**src/rtl/seven_seg_pkg.sv**
```systemverilog
// Shared types and sizes for the seven-segment scan controller.
package seven_seg_pkg;
   localparam int DIGIT_W    = 4;
   localparam int SEL_W      = 3;
   localparam int MAX_DIGITS = 8;

   typedef logic [DIGIT_W-1:0] digit_t;
   typedef digit_t digit_buf_t [MAX_DIGITS];
endpackage

```
**src/rtl/scan_prescaler.sv**
```systemverilog
// Free-running divide-by-DIV counter; tick is high during the terminal-count cycle.
module scan_prescaler #(
   parameter int DIV = 100000
) (
   input  logic clk,
   input  logic rst,
   output logic tick
);
   localparam int CW = (DIV > 1) ? $clog2(DIV) : 1;

   logic [CW-1:0] cnt;

   assign tick = (cnt == CW'(DIV - 1));

   always_ff @(posedge clk) begin
      if (rst)       cnt <= '0;
      else if (tick) cnt <= '0;
      else           cnt <= cnt + CW'(1);
   end
endmodule

```
**src/rtl/seven_seg_scan_ctrl.sv**
```systemverilog
// Double-buffered 8-digit scan controller with frame-aligned commit.
// Optional SEVEN_SEG_SCAN_BLANK_EN adds per-digit blanking (blank_mask -> blank).
module seven_seg_scan_ctrl
   import seven_seg_pkg::*;
#(
   parameter int NUM_DIGITS  = 8,
   parameter int REFRESH_DIV = 100000
) (
   input  logic               clk,
   input  logic               rst,
   input  logic               wr_en,
   input  logic [SEL_W-1:0]   wr_addr,
   input  logic [DIGIT_W-1:0] wr_data,
   input  logic               commit_req,
`ifdef SEVEN_SEG_SCAN_BLANK_EN
   input  logic [MAX_DIGITS-1:0] blank_mask,
   output logic               blank,
`endif
   output logic               commit_ack,
   output logic               commit_pend,
   output logic [DIGIT_W-1:0] num,
   output logic [SEL_W-1:0]   s,
   output logic               scan_tick
);
   localparam logic [SEL_W-1:0] S_LAST = SEL_W'(NUM_DIGITS - 1);
   localparam logic [SEL_W:0]   N_DIG  = (SEL_W+1)'(NUM_DIGITS);

   digit_buf_t shadow, active;
   logic       pre_tick, frame_end;

   scan_prescaler #(.DIV(REFRESH_DIV)) u_pre (
      .clk  (clk),
      .rst  (rst),
      .tick (pre_tick)
   );

   assign frame_end = pre_tick && (s == S_LAST);

   always_ff @(posedge clk) begin
      if (rst) begin
         s           <= '0;
         scan_tick   <= 1'b0;
         commit_ack  <= 1'b0;
         commit_pend <= 1'b0;
         for (int i = 0; i < MAX_DIGITS; i++) begin
            shadow[i] <= '0;
            active[i] <= '0;
         end
      end else begin
         scan_tick  <= pre_tick;
         commit_ack <= frame_end & commit_pend;
         if (pre_tick) s <= frame_end ? '0 : s + SEL_W'(1);
         // A request landing on the serving edge is absorbed; one landing idle is kept for next frame.
         if (frame_end) begin
            commit_pend <= ~commit_pend & commit_req;
            if (commit_pend) active <= shadow;
         end else begin
            commit_pend <= commit_pend | commit_req;
         end
         if (wr_en && ({1'b0, wr_addr} < N_DIG)) shadow[wr_addr] <= wr_data;
      end
   end

   assign num = active[s];

`ifdef SEVEN_SEG_SCAN_BLANK_EN
   assign blank = blank_mask[s];
`endif
endmodule
```
**config.mk**
```make
export PLATFORM = sky130hd
export DESIGN_NAME = seven_seg_scan_ctrl
export DESIGN_NICKNAME = d
export VERILOG_FILES = /design/src/rtl/seven_seg_pkg.sv /design/src/rtl/scan_prescaler.sv /design/src/rtl/seven_seg_scan_ctrl.sv
export SDC_FILE = /design/constraint.sdc
export NUM_CORES = 1
export LEC_CHECK = 0
export CAP_MARGIN = 10
export CORE_ASPECT_RATIO = 2
export CORE_MARGIN = 2
export CORE_UTILIZATION = 60
export CTS_BUF_LIST = sky130_fd_sc_hd__clkbuf_2
export DETAILED_ROUTE_END_ITERATION = 7
export MAX_ROUTING_LAYER = met4
export PLACE_DENSITY = 0.8
export SYNTH_ARGS = -nofsm -noshare
export SYNTH_HDL_FRONTEND = slang
export SYNTH_SLANG_ARGS = --single-unit
```
**constraint.sdc**
```tcl
create_clock -name clk -period 2.22 [get_ports clk]
set_input_delay 0.444 -clock clk [delete_from_list [all_inputs] [get_ports clk]]
set_output_delay 0.444 -clock clk [all_outputs]
set_load 0.02 [all_outputs]
```
==> metrics list, run 1 <==
- Pins over their slew limit: 0
* Path type of the worst setup path: flop to output pin
- Across the routed clock network, the largest skew measured is 0.0261 ns.
- Share of the clock period used by the worst path after layout: 109%
- CTS max path bufs: 2
- Dividing the detail-routed wire length by the instance count gives 18.6 um.
- Detailed Route WL: 7460 um
- At the end of routability-driven placement, the weighted congestion stood at 0.777.
* Overflow left after global routing: 0
* Initial Util: 61.2%
- Chip height: about 110 um
- Worst Max-Slew Pin Slew: between 0.5 and 0.6 ns
- The count of buffers added on input and output ports is 20.
- Crit path setup slack, layout: -0.209 ns
* Cell taking the most area after synthesis: sky130_fd_sc_hd__dfxtp_1
- After floorplanning, the core was sized to cover between 5000 and 6000 um2.
- The HPWL after detailed placement is 5160 um.
* Total DRC errors in the routed layout: 0
- The cell sitting at the root of the clock tree is a sky130_fd_sc_hd__clkbuf_2.
- After synthesis, the mean cell area works out to 11.2 um2.
- Buffers inserted during clock tree synthesis total 9.
* Area post-placement: 3720 um2
* Top-count cell post-synth: sky130_fd_sc_hd__dfxtp_1
* Detail-routed via count per cell: approximately 6.0
* Number of I/O pins: 21
* Leading post-synthesis cells by cell area: sky130_fd_sc_hd__dfxtp_1 50%, sky130_fd_sc_hd__mux2i_1 9.2%, sky130_fd_sc_hd__a22o_1 8.1%
- The floorplan step defined a die boundary enclosing 6430 um2.
- Net count of the finished layout: 348
* Aggregate global-route resource usage: between 20% and 30%
- After clock tree synthesis, the flow added hold-fix buffers numbering 0.
- Width of the chip: 57.7 um
- The via count of the first global-routing pass is 2434.
- Area share of the leading cell type in the synthesized netlist: 50.3%
* Row count: 39
- Violated checks: negative setup slack
* Sequential fraction of the synthesis area: 50.3%
- Number of synthesized register bits: 87
- Clock-pin slew was measured on the worst setup and hold paths at approximately 0.23 ns.
* Setup repair after global routing missed its margin: yes
- After the first detailed-routing iteration, the DRC count stood at 48.
- Overall power consumption after layout is estimated at 2.38 mW.
- Final min period: roughly 2.4 ns
* First-pass GRT wire length: 11600 um
- Yosys mapped a number of flops with a built-in enable equal to 0.
- Area growth, synth to finish: 11.7%
- Data arrival time of the critical path: 1.99 ns
* Setup TNS: -0.836 ns
* Summed instance area of the synthesized netlist: 3460 um2
- Kind of end point of the critical path: output pin
- In this run, distinct cell masters in the synthesized netlist total 41.
- The most used flip-flop cell after synthesis is sky130_fd_sc_hd__dfxtp_1.
* Total of max-cap violations: 0
* Final Hold Violating Endpoints: 0
- Share of synthesized flip-flops with an asynchronous set or reset: 0%
- PwrDens: 615 nW/um2
* Most frequent cells after synthesis: 87 x sky130_fd_sc_hd__dfxtp_1, 49 x sky130_fd_sc_hd__nor2_1, 32 x sky130_fd_sc_hd__a22o_1, 32 x sky130_fd_sc_hd__mux2i_1, 11 x sky130_fd_sc_hd__clkbuf_1
- For this run, the share of the core covered by cells in the final layout is 68.3%.
- Routed vias: 2396
- Post-placement worst setup slack: -0.0439 ns
* First drt pass iteration count: 4
- Worst supply voltage drop on vdd: 579 uV
- Remaining antenna violation count: 0
- Setup violation total in the final timing report: 5
- Launching element type of the critical path: flop
* Largest fanout on the critical path: 6
* Pin count of the biggest net entering global routing: 36
- Data required time of the critical path: about 1.8 ns
* Number of synthesis warnings: 0
- Worst slew margin: between 60% and 70%
- Number of H-tree branching levels: 3
- The post-route netlist has around 17% of its cells at a drive strength greater than 1.
- Initial antenna violation count: 1
* Top achievable clock speed: 412 MHz
* CTS sink count: 87
- Synthesis handed over a netlist of ~310 instances.
- The number of nets handed over by synthesis was 323.
- The finished cells cover 3870 um2.
- Clock latency reported for the late side of the worst-skew pair: ~0.54 ns
- Hold Crit Class: flop to flop
- The run finished, with violations left.
* CTS tree: done
* Leakage power: 1.52 nW
==> per-stage QoR <==
step / hold WS [ns] / instances
after floorplan: 0.430 / 309
after global placement: 0.439 / 381
after detailed placement: 0.451 / 381
after CTS: 0.456 / 398
after global routing: 0.481 / 400
final: 0.475 / 400
==> final cells by class <==
| type | instances | area, um2 |
|---|---|---|
| sequential | 87 | 1740 |
| antenna | 1 | 2.50 |
| fill | 429 | 1790 |
| clock buffer | 10 | 50.0 |
| clock inverter | 5 | 36.3 |
| inverter | 1 | 3.75 |
| tap | 61 | 76.3 |
| timing repair buffer | 35 | 335 |
| multi-input combinational | 200 | 1620 |
==> cells in the final DEF (no fill, tap or decap), drive strengths merged, types with 2 or more instances in the layout <==
master         instances
a21oi                  5
a22o                  32
a31oi                  2
and4                   4
and4bb                 2
buf                   19
clkbuf                10
clkdlybuf4s50         14
clkinv                 2
clkinvlp               3
dfxtp                 87
dlygate4sd2            2
ha                     3
mux2                   4
mux2i                 32
mux4                   8
nand2                 10
nand2b                 2
nand3                  6
nand3b                 2
nand4                  6
nand4b                 3
nor2                  49
nor3                   5
nor3b                  2
nor4b                  2
xnor2                  6
xor2                   7
==> cells by family (layout without fill, tap and decap cells) <==
logic type,Yosys count,in the layout,share of synthesized area [%]
AND/OR/NAND/NOR,98,98,15.7
flip-flops,87,87,50.3
multiplexers,44,44,15.7
AO/OA/AOI/OAI,41,42,10.1
buffers and inverters,23,51,3.79
XOR/XNOR,13,13,3.29
adder cells (fa/ha/maj),3,3,1.08
other,0,1,0
==> worst max-delay path: stages, from the launching register on <==
cell                      delay [ns]
sky130_fd_sc_hd__dfxtp_2        0.40
sky130_fd_sc_hd__buf_6          0.14
sky130_fd_sc_hd__mux4_2         0.51
sky130_fd_sc_hd__mux2_4         0.28
sky130_fd_sc_hd__buf_6          0.13
==> where the power goes <==
part	total [mW]	leakage, nW	internal (mW)	switching (mW)
Clock	0.657	0.0500	0.144	0.512
Combinational	0.125	0.763	0.0508	0.0745
Sequential	1.60	0.703	1.58	0.0147
Total	2.38	1.52	1.78	0.602
==> metal layers <==
| metal | GRT usage, % | wire [um] | up-vias |
|---|---|---|---|
| met2 | 45.8 | 4210 | 56 |
| met3 | 4.65 | 256 | 17 |
| li1 | - | - | 1167 |
| met4 | 13.5 | 341 | 0 |
| met1 | 23.1 | 2640 | 1156 |
| met5 | - | 0 | - |
==> final timing paths <==
kind                                 from                 endpoint  slack, ns  cells after the start
setup / recovery        s[0]$_SDFFE_PP0P_                   num[0]      -0.21                      4
hold / removal    shadow[21]$_SDFFE_PP0P_  active[21]$_SDFFE_PP0P_       0.48                      1
setup reg to reg        s[0]$_SDFFE_PP0P_  active[23]$_SDFFE_PP0P_       0.24                      6
hold reg to reg   shadow[21]$_SDFFE_PP0P_  active[21]$_SDFFE_PP0P_       0.48                      1
==> registers in the layout, indices dropped and copies added, names as in the netlist <==
| signal | flops |
|---|---|
| commit_ack | 1 |
| shadow | 32 |
| scan_tick | 1 |
| commit_pend | 1 |
| s | 3 |
| u_pre.cnt | 17 |
| active | 32 |
==> repair_timing <==
action                                 CTS  global route
buffers inserted                         2             0
gates resized for setup                 30             3
endpoints found under the hold margin    0             0
cloned                                   0             1
setup endpoints to repair                6            34
pin swaps                                0             1
No activity file was read; power rests on OpenSTA's default activity.
==> inputs of run 2 (changes only) <==
CORE_UTILIZATION = 39   (was 60)
PLACE_DENSITY = default   (was 0.8)
==> run 2 against run 1 <==
Effect of this change:
- clock power is 23% higher
- highest routed layer unchanged
- die area rose by 51%
- the run still ends with negative setup slack left
- power grew 6.4%
- first-iteration DRC count grew to 2.7 times the previous value
- sequential share of layout area shrank 1.0 points
- routed wire length grew 2.0%
- flip-flop and latch count did not move
- final cell count rose by 11%
- critical path depth unchanged
- register-to-register slack improved by 0.07 ns
- combinational power about the same
- cell area up 2.3%
==> metrics list, run 2 (same netlist as run 1, synthesis figures left out) <==
- The flow ran to the end, but the final reports show violations.
- Violated checks: negative setup slack
- The maximum vdd drop is 310 uV (-46%).
- Worst Max-Slew Pin Slew: 0.440 ns (-0.140 ns)
- Top Registers: active: 32 flops, shadow: 32 flops, u_pre.cnt: 17 flops
- Chip height: 137 um (+23%)
* Area growth, synth to finish: 14.3%
* Pint: 1.90 mW (+6.6%)
* CTS root buf: sky130_fd_sc_hd__clkbuf_2
- Clock transition at the registers of the reported paths: 0.24 ns (about the same)
- Initial Util: 40.1% (-21 points)
- Hold Crit Class: flop to flop
* Final Hold Violating Endpoints: 0 (unchanged)
- Net count of the finished layout: 351 (+0.86%)
* Aggregate global-route resource usage: 17.3% (-7.7 points)
- Leakage power: 1.54 nW (+1.8%)
- Critical Path Most Common Cell: sky130_fd_sc_hd__buf_6
- The detailed-router iteration count before antenna repair came to 4 (unchanged).
- HPWL after detailed placement: 5470 um (+6.2%)
- The number of placed cells counting well taps came to 426 (+12%).
- Comb pwr share: 4.9% (-0.4 points)
- DR WL met3: 193 um (-25%)
* PwrDens: 640 nW/um2 (+4.0%)
- TritonCTS built the clock tree.
- The count of routing violations after the opening detailed-route iteration was 128 (+170%).
- Length of routed wiring on met1: 2910 um (+9.9%)
- The global-route wire length before repair was 12200 um (+4.7%).
* Data arrival time of the critical path: 1.97 ns (-0.02 ns)
- Number of clock buffers inserted by TritonCTS: 9 (unchanged)
- STA classifies the critical path endpoint as an output pin.
- The count of port buffers added during placement is 20 (unchanged).
* Width of the chip: 70.6 um (+22%)
- Reg power frac: 63.1% (-4.1 points)
- Ratio of cells with drive above 1 in the final layout: 17.9% (+0.73 points)
* Share of the clock period used by the worst path after layout: 109% (-0.82 points)
* Filler cell count: 846 (+97%)
- Setup repair after global routing could not meet its margin everywhere.
- Maximum single-stage delay on the critical path: 0.49 ns (-0.02 ns)
* Ordered cell list for the critical path: buf_6 > mux4_2 > mux2_2 > buf_6
- Post-placement worst setup slack: -0.0175 ns (+0.0264 ns)
- The worst setup slack for register-to-register paths was 0.31 ns (+0.07 ns).
* Setup TNS: -0.728 ns (+0.108 ns)
- Path type of the worst setup path: flop to output pin
* Detailed Route WL: 7600 um (+2.0%)
* Detail-routed via count per cell: 5.37 (-10%)
- Remaining antenna violation count: 0 (unchanged)
* Most frequent standard cell in the layout excluding fill and tap cells: sky130_fd_sc_hd__dfxtp_1
- The required time of the worst setup path is 1.78 ns (about the same).
- The worst register-to-register path begins at u_pre.cnt[0]$_SDFF_PP0_.
- End point of the most critical hold path: active[3]$_SDFFE_PP0P_
* Number of H-tree branching levels: 3 (unchanged)
- Met2 WL post-DR: 4140 um (-1.8%)
* Crit path setup slack, layout: -0.191 ns (+0.0182 ns)
- The number of standard cells in the layout, taps in and fillers out was 442 (+11%).
- Worst reg2reg path depth: 6 (unchanged)
- The slowest stage of the critical path belongs to the cell sky130_fd_sc_hd__mux4_2.
- The highest metal layer carrying signal wires in the routed design is met4.
- Die outline area: 9700 um2 (+51%)
- CTS max path bufs: 2 (unchanged)
- The final critical path time including I/O delays and setup came to 2.41 ns (-0.0182 ns).
- The pin count of the biggest net entering global routing is 34 (-5.6%).
* Total DRC errors in the routed layout: 0 (unchanged)
- Clk_skew: 0.0296 ns (+0.00351 ns)
* Worst Hold Launch: shadow[3]$_SDFFE_PP0P_
- Switch Pwr: 0.635 mW (+5.6%)
* Critical path buffers and inverters: 2 (unchanged)
- The number of antenna violations at the first check in global routing came to 1 (unchanged).
* Pins over their slew limit: 0 (unchanged)
* Top achievable clock speed: 415 MHz (+0.75%)
* Row count: 48 (+23%)
- The largest fanout on the critical path is 6 (unchanged).
- Overflow left after global routing: 0 (unchanged)
- The kind of cell with the highest combined delay along the critical path is multiplexers.
- Most used cells in the layout excluding fill and tap cells: 85 x sky130_fd_sc_hd__dfxtp_1, 49 x sky130_fd_sc_hd__nor2_1, 32 x sky130_fd_sc_hd__a22o_1, 32 x sky130_fd_sc_hd__mux2i_1, 16 x sky130_fd_sc_hd__buf_4
- The worst setup path is launched from a flop.
* Final Power: 2.53 mW (+6.4%)
* Clock latency reported for the late side of the worst-skew pair: 0.55 ns (about the same)
- The clock share of power is 32.0% (+4.4 points).
* Worst slew margin: 70.2% (+8.9 points)
- The total setup buffers inserted after CTS was 0 (-2).
- Total of max-cap violations: 0 (unchanged)
* Routed vias: 2375 (-0.88%)
* Reg2Reg Capture Point: active[7]$_SDFFE_PP0P_
- The total setup violations reported at the end of the flow came to 4 (-1).
- Post-route core utilization: 45.8% (-23 points)
* Sw Ratio: 25.1% (-0.18 points)
- CTS sink count: 87 (unchanged)
* Area of the placeable core: 8650 um2 (+53%)
- The via count of the first global-routing pass was 2357 (-3.2%).
* Wire length per cell: 17.2 um (-7.7%)
- Cell depth of the worst min-delay path: 1 (unchanged)
- The count of pins on the block boundary was 21 (unchanged).
- The global placer's final weighted congestion is 0.829 (+6.7%).
==> run 2: changes by cell type in the layout (fill, tap and decap cells not counted), sizes merged <==
| cell | before | now |
|---|---|---|
| a31oi | 2 | 1 |
| buf | 19 | 23 |
| clkinv | 2 | 0 |
| bufinv | 0 | 1 |
| inv | 1 | 3 |
| clkbuf | 10 | 9 |
==> run 2: worst max-delay path by stage <==
| stage | start | endpoint | slack (ns) | cells after the start |
|---|---|---|---|---|
| CTS | s[0]$_SDFFE_PP0P_ | num[1] | -0.25 | 4 |
| global route | s[0]$_SDFFE_PP0P_ | num[1] | -0.31 | 4 |
| detailed placement | s[0]$_SDFFE_PP0P_ | num[0] | -0.02 | 4 |
| floorplan | s[1]$_SDFFE_PP0P_ | num[0] | 0.14 | 3 |
| finish | s[0]$_SDFFE_PP0P_ | num[1] | -0.19 | 4 |
| global placement | s[0]$_SDFFE_PP0P_ | num[0] | -0.01 | 4 |
==> run 2: what timing repair did <==
action / CTS / global route
gates resized for setup: 33 / 0
hold buffers: 0 / 0
endpoints found under the setup margin: 7 / 4
==> run 2: through the flow <==
stage | hold WS [ns] | cell area [um2]
finish | 0.469 | 3960
floorplan | 0.430 | 3460
detailed placement | 0.455 | 3820
global route | 0.449 | 3960
CTS | 0.438 | 3960
global placement | 0.444 | 3820
==> run 2: final cells by class <==
type                    instances  area, um2  area share, %
flip-flops and latches         87       1740           44.1
multi-input cells             199       1600           40.5
repair buffers                 39        365           9.23
well taps                     100        125           3.16
clock inverters                 6       70.1           1.77
clock buffers                   9       45.0           1.14
inverters                       1       3.75         0.0948
diodes                          1       2.50         0.0632
==> run 2: worst register-to-register path, delay by kind of cell, from the launching register on <==
kind / cells / cell delay (ns)
adders and majority gates: 1 / 0.22
and+or+nand+nor: 2 / 0.54
buffers and inverters: 1 / 0.26
DFF: 1 / 0.42
AOI/OAI and AO/OA: 2 / 0.39
==> run 2: metal layers <==
metal,track usage [%],vias up
met3,3.15,22
met1,16.9,1137
met5,-,-
li1,-,1174
met4,10.8,0
met2,31.1,42
==> run 2: power by group through the flow <==
stage               registers (mW)  clock network, mW  logic [mW]
finish                        1.60              0.810       0.125
global route                  1.60              0.898       0.137
CTS                           1.60              0.839       0.127
detailed placement            1.63                  0       0.126
global placement              1.63                  0       0.125
floorplan                     1.63                  0      0.0811
==> inputs of run 3 (changes only) <==
SYNTH_HIERARCHICAL = 1   (was default)
==> run 3 against run 2 <==
Effect of this change:
- the run still ends with negative setup slack left
- routed wire length is essentially flat
- flip-flop and latch count is the same
- die area grew 0.83%
- final cell count shrank 0.45%
- sequential power is essentially flat
- clock power grew 11%
- largest power group unchanged
==> metrics list, run 3 <==
- Summed instance area of the synthesized netlist: 3490 um2 (+0.87%)
- First drt pass iteration count: 5 (+1)
* Worst hold slack: 0.448 ns (-0.0210 ns)
* Final min period: 2.46 ns (+0.0487 ns)
* Top achievable clock speed: 407 MHz (-2.0%)
- Post-synth cell types: 40 (-2.4%)
- The power density over cell area is 657 nW/um2 (+2.7%).
- Initial antenna violation count: 0 (-1)
- Initial Util: 40.4% (+0.35 points)
* Area growth, synth to finish: 14.2% (about the same)
- Total DRC errors in the routed layout: 0 (unchanged)
* Top_reg_cell synth: sky130_fd_sc_hd__dfxtp_1
* Worst Max-Slew Pin Slew: 0.467 ns (+0.0267 ns)
* Relative contribution of the clock network to total power: 34.4% (+2.4 points)
- The async set-reset flop share out of synthesis is 0% (unchanged).
- The number of max-capacitance violations reported is 0 (unchanged).
* Sequential fraction of the synthesis area: 49.8% (-0.43 points)
- Chip height: 138 um (+0.42%)
- Synthesized-area fraction occupied by ao, oa, aoi and oai cells: 9.52% (-0.59 points)
* Post-placement worst setup slack: -0.122 ns (-0.105 ns)
- TritonCTS built the clock tree.
- The number of buffers on the longest clock path is 2 (unchanged).
- The total count of max-transition violations in the final report came to 0 (unchanged).
* Maximum single-stage delay on the critical path: 0.49 ns (about the same)
- The path class of the tightest hold or removal check is flop to flop.
* Ordered cell list for the critical path: buf_12 > mux4_2 > mux2_4 > buf_6
- Violated checks: negative setup slack
- Xor and xnor area share after synthesis: 3.26% (-0.028 points)
- Total of hold buffers inserted after clock tree synthesis: 0 (unchanged)
* Leakage power: 1.55 nW (+0.53%)
- The largest registers in the layout are active: 32 flops, shadow: 32 flops, u_pre/cnt: 17 flops.
* CTS sink count: 87 (unchanged)
* Aggregate global-route resource usage: 17.0% (-0.30 points)
* Top-count cell post-synth: sky130_fd_sc_hd__dfxtp_1
* Quantity of I/O buffers inserted on ports: 20 (unchanged)
* Vias in the first global route: 2329 (-1.2%)
- Area of the placeable core: 8650 um2 (unchanged)
- The clock input transition at the sequential cells of the worst setup and hold paths is 0.24 ns (about the same).
- Leaving out fill and tap cells, the most frequent cells in the layout are 84 x sky130_fd_sc_hd__dfxtp_1, 51 x sky130_fd_sc_hd__nor2_1, 34 x sky130_fd_sc_hd__mux2i_1.
- Setup repair after global routing could not meet its margin everywhere.
- Final Hold Violating Endpoints: 0 (unchanged)
* Run status: finished with violations
- HPWL after detailed placement: 5330 um (-2.6%)
- The deepest level of the CTS H-tree is 3 (unchanged).
- Switch Pwr: 0.622 mW (-2.2%)
- The pin count of the biggest net entering global routing came to 36 (+5.9%).
- The number of placement rows is 48 (unchanged).
- Die outline area: 9780 um2 (+0.83%)
- The largest fanout on the critical path came to 5 (-1).
- The part of the power in combinational logic is 4.7% (-0.2 points).
- Most frequent standard cell in the layout excluding fill and tap cells: sky130_fd_sc_hd__dfxtp_1
- STA classifies the critical path endpoint as an output pin.
- Antenna fix cells: 0 (-1)
* Syn_nets: 326 (+0.93%)
- By area, the combinational part of the netlist is dominated by multiplexers.
- Worst supply voltage drop on vdd: 283 uV (-8.7%)
* Clk_skew: 0.0310 ns (+0.00135 ns)
* Ratio of cells with drive above 1 in the final layout: 18.2% (+0.35 points)
- Remaining antenna violation count: 0 (unchanged)
- Net count of the finished layout: 350 (-0.28%)
* Share of the clock period used by the worst path after layout: 111% (+2.2 points)
* Data arrival time of the critical path: 2.02 ns (+0.05 ns)
* Adder-cell share of the synthesized area: 1.07% (-0.0093 points)
- Cell taking the most area after synthesis: sky130_fd_sc_hd__dfxtp_1
- Wire length per cell: 17.3 um (+0.36%)
* Pint: 2.00 mW (+5.4%)
- The buffers plus inverters on the worst setup path came to 2 (unchanged).
* Area share of the leading cell type in the synthesized netlist: 49.8% (-0.43 points)
- The simple-gate share of the synthesized area is 14.5% (-1.2 points).
- The routed via count was 2397 (+0.93%).
* Gpl congestion: 0.806 (-2.8%)
* Number of clock buffers inserted by TritonCTS: 9 (unchanged)
- The flip-flop and latch count after synthesis is 87 (unchanged).
- Setup violation total in the final timing report: 5 (+1)
- Width of the chip: 70.9 um (+0.41%)
- Clock latency reported for the late side of the worst-skew pair: 0.55 ns (about the same)
- The max-slew headroom at the worst pin was 68.6% (-1.7 points).
- EDFF count, synth: 0 (unchanged)
* First-pass GRT wire length: 12200 um (+0.57%)
* Number of I/O pins: 21 (unchanged)
- Leading post-synthesis cells by cell area: sky130_fd_sc_hd__dfxtp_1 50%, sky130_fd_sc_hd__mux2i_1 9.7%, sky130_fd_sc_hd__a22o_1 8.0%
- Overflow left after global routing: 0 (unchanged)
- Detail-routed via count per cell: 5.45 (+1.4%)
* Sw Ratio: 23.7% (-1.4 points)
- Detailed Route WL: 7600 um (about the same)
- Data required time of the critical path: 1.78 ns (about the same)
- Crit path setup slack, layout: -0.240 ns (-0.0487 ns)
- By count the netlist is led by 87 x sky130_fd_sc_hd__dfxtp_1, 52 x sky130_fd_sc_hd__nor2_1, 34 x sky130_fd_sc_hd__mux2i_1.
- Drt initial violations: 90 (-30%)
- Average cell area after synthesis: 11.2 um2 (-0.10%)
- Worst-path cell with the longest stage delay: sky130_fd_sc_hd__mux4_2
* Synthesized netlist cell count: 312 (+0.97%)
* Family with the most delay on the worst path: multiplexers
- Launching element type of the critical path: flop
- Number of synthesis warnings: 6 (+6)
- Path type of the worst setup path: flop to output pin
- Reg power frac: 60.9% (-2.2 points)
- CTS root buf: sky130_fd_sc_hd__clkbuf_2
- Multiplexer area fraction after synthesis: 17.0% (+1.3 points)
==> run 3: changes by cell type after synthesis, moves of 5 or more <==
cell / previous run / this run
sky130_fd_sc_hd__mux4_1: 0 / 8
sky130_fd_sc_hd__clkbuf_1: 11 / 6
sky130_fd_sc_hd__nand2_1: 10 / 4
sky130_fd_sc_hd__buf_2: 3 / 9
sky130_fd_sc_hd__mux4_2: 8 / 0
==> run 3: worst paths after layout <==
check / startpoint / endpoint / cells past startpoint / slack, ns
worst max-delay path: s[0]$_SDFFE_PP0P_ / num[0] / 4 / -0.24
worst min-delay path: u_pre/cnt[0]$_SDFF_PP0_ / u_pre/cnt[0]$_SDFF_PP0_ / 1 / 0.45
worst max register to register: u_pre/cnt[0]$_SDFF_PP0_ / active[22]$_SDFFE_PP0P_ / 8 / 0.12
worst min register to register: u_pre/cnt[0]$_SDFF_PP0_ / u_pre/cnt[0]$_SDFF_PP0_ / 1 / 0.45
==> run 3: power groups by stage <==
stage	combinational [mW]	clock, mW	sequential [mW]
after floorplan	0.0828	0	1.63
after global placement	0.122	0	1.63
after detailed placement	0.124	0	1.63
after CTS	0.125	0.922	1.60
after global routing	0.133	0.991	1.60
final	0.123	0.901	1.60
==> run 3: layer usage <==
metal / track usage [%] / up-vias / share of wire [%]
met5: - / - / 0
met4: 9.96 / 0 / 3.9
met3: 3.34 / 21 / 2.2
met2: 29.5 / 29 / 54
met1: 17.6 / 1168 / 40
li1: - / 1179 / -
==> run 3: logic make-up after synthesis <==
group | Yosys count
XOR/XNOR | 13
adder cells (fa/ha/maj) | 3
AO/OA/AOI/OAI | 40
buffers and inverters | 29
flip-flops | 87
AND/OR/NAND/NOR | 94
multiplexers | 46
==> run 3: cell type report <==
type	instances	area [um2]
clock buffer	9	45.0
clock inverter	6	85.1
fill	847	4660
inverter	2	7.51
multi-input combinational	196	1580
sequential	87	1750
tap	100	125
timing repair buffer	40	398
==> run 3: what timing repair did <==
item                       in CTS  in global routing
resized for setup              40                  3
setup endpoints to repair       5                 35
gates cloned                    1                  0
buffers inserted                2                  0
==> run 3: stage by stage <==
| step | cell area (um2) | util [%] | total power, mW | TNS (ns) | cells |
|---|---|---|---|---|---|
| after floorplan | 3490 | - | 1.71 | 0 | 312 |
| after global placement | 3820 | 44.2 | 1.75 | -0.307 | 422 |
| after detailed placement | 3820 | 44.2 | 1.75 | -0.456 | 422 |
| after CTS | 3990 | 46.1 | 2.64 | -1.31 | 440 |
| after global routing | 3990 | 46.1 | 2.73 | -1.44 | 440 |
| final | 3990 | 46.1 | 2.62 | -0.998 | 440 |
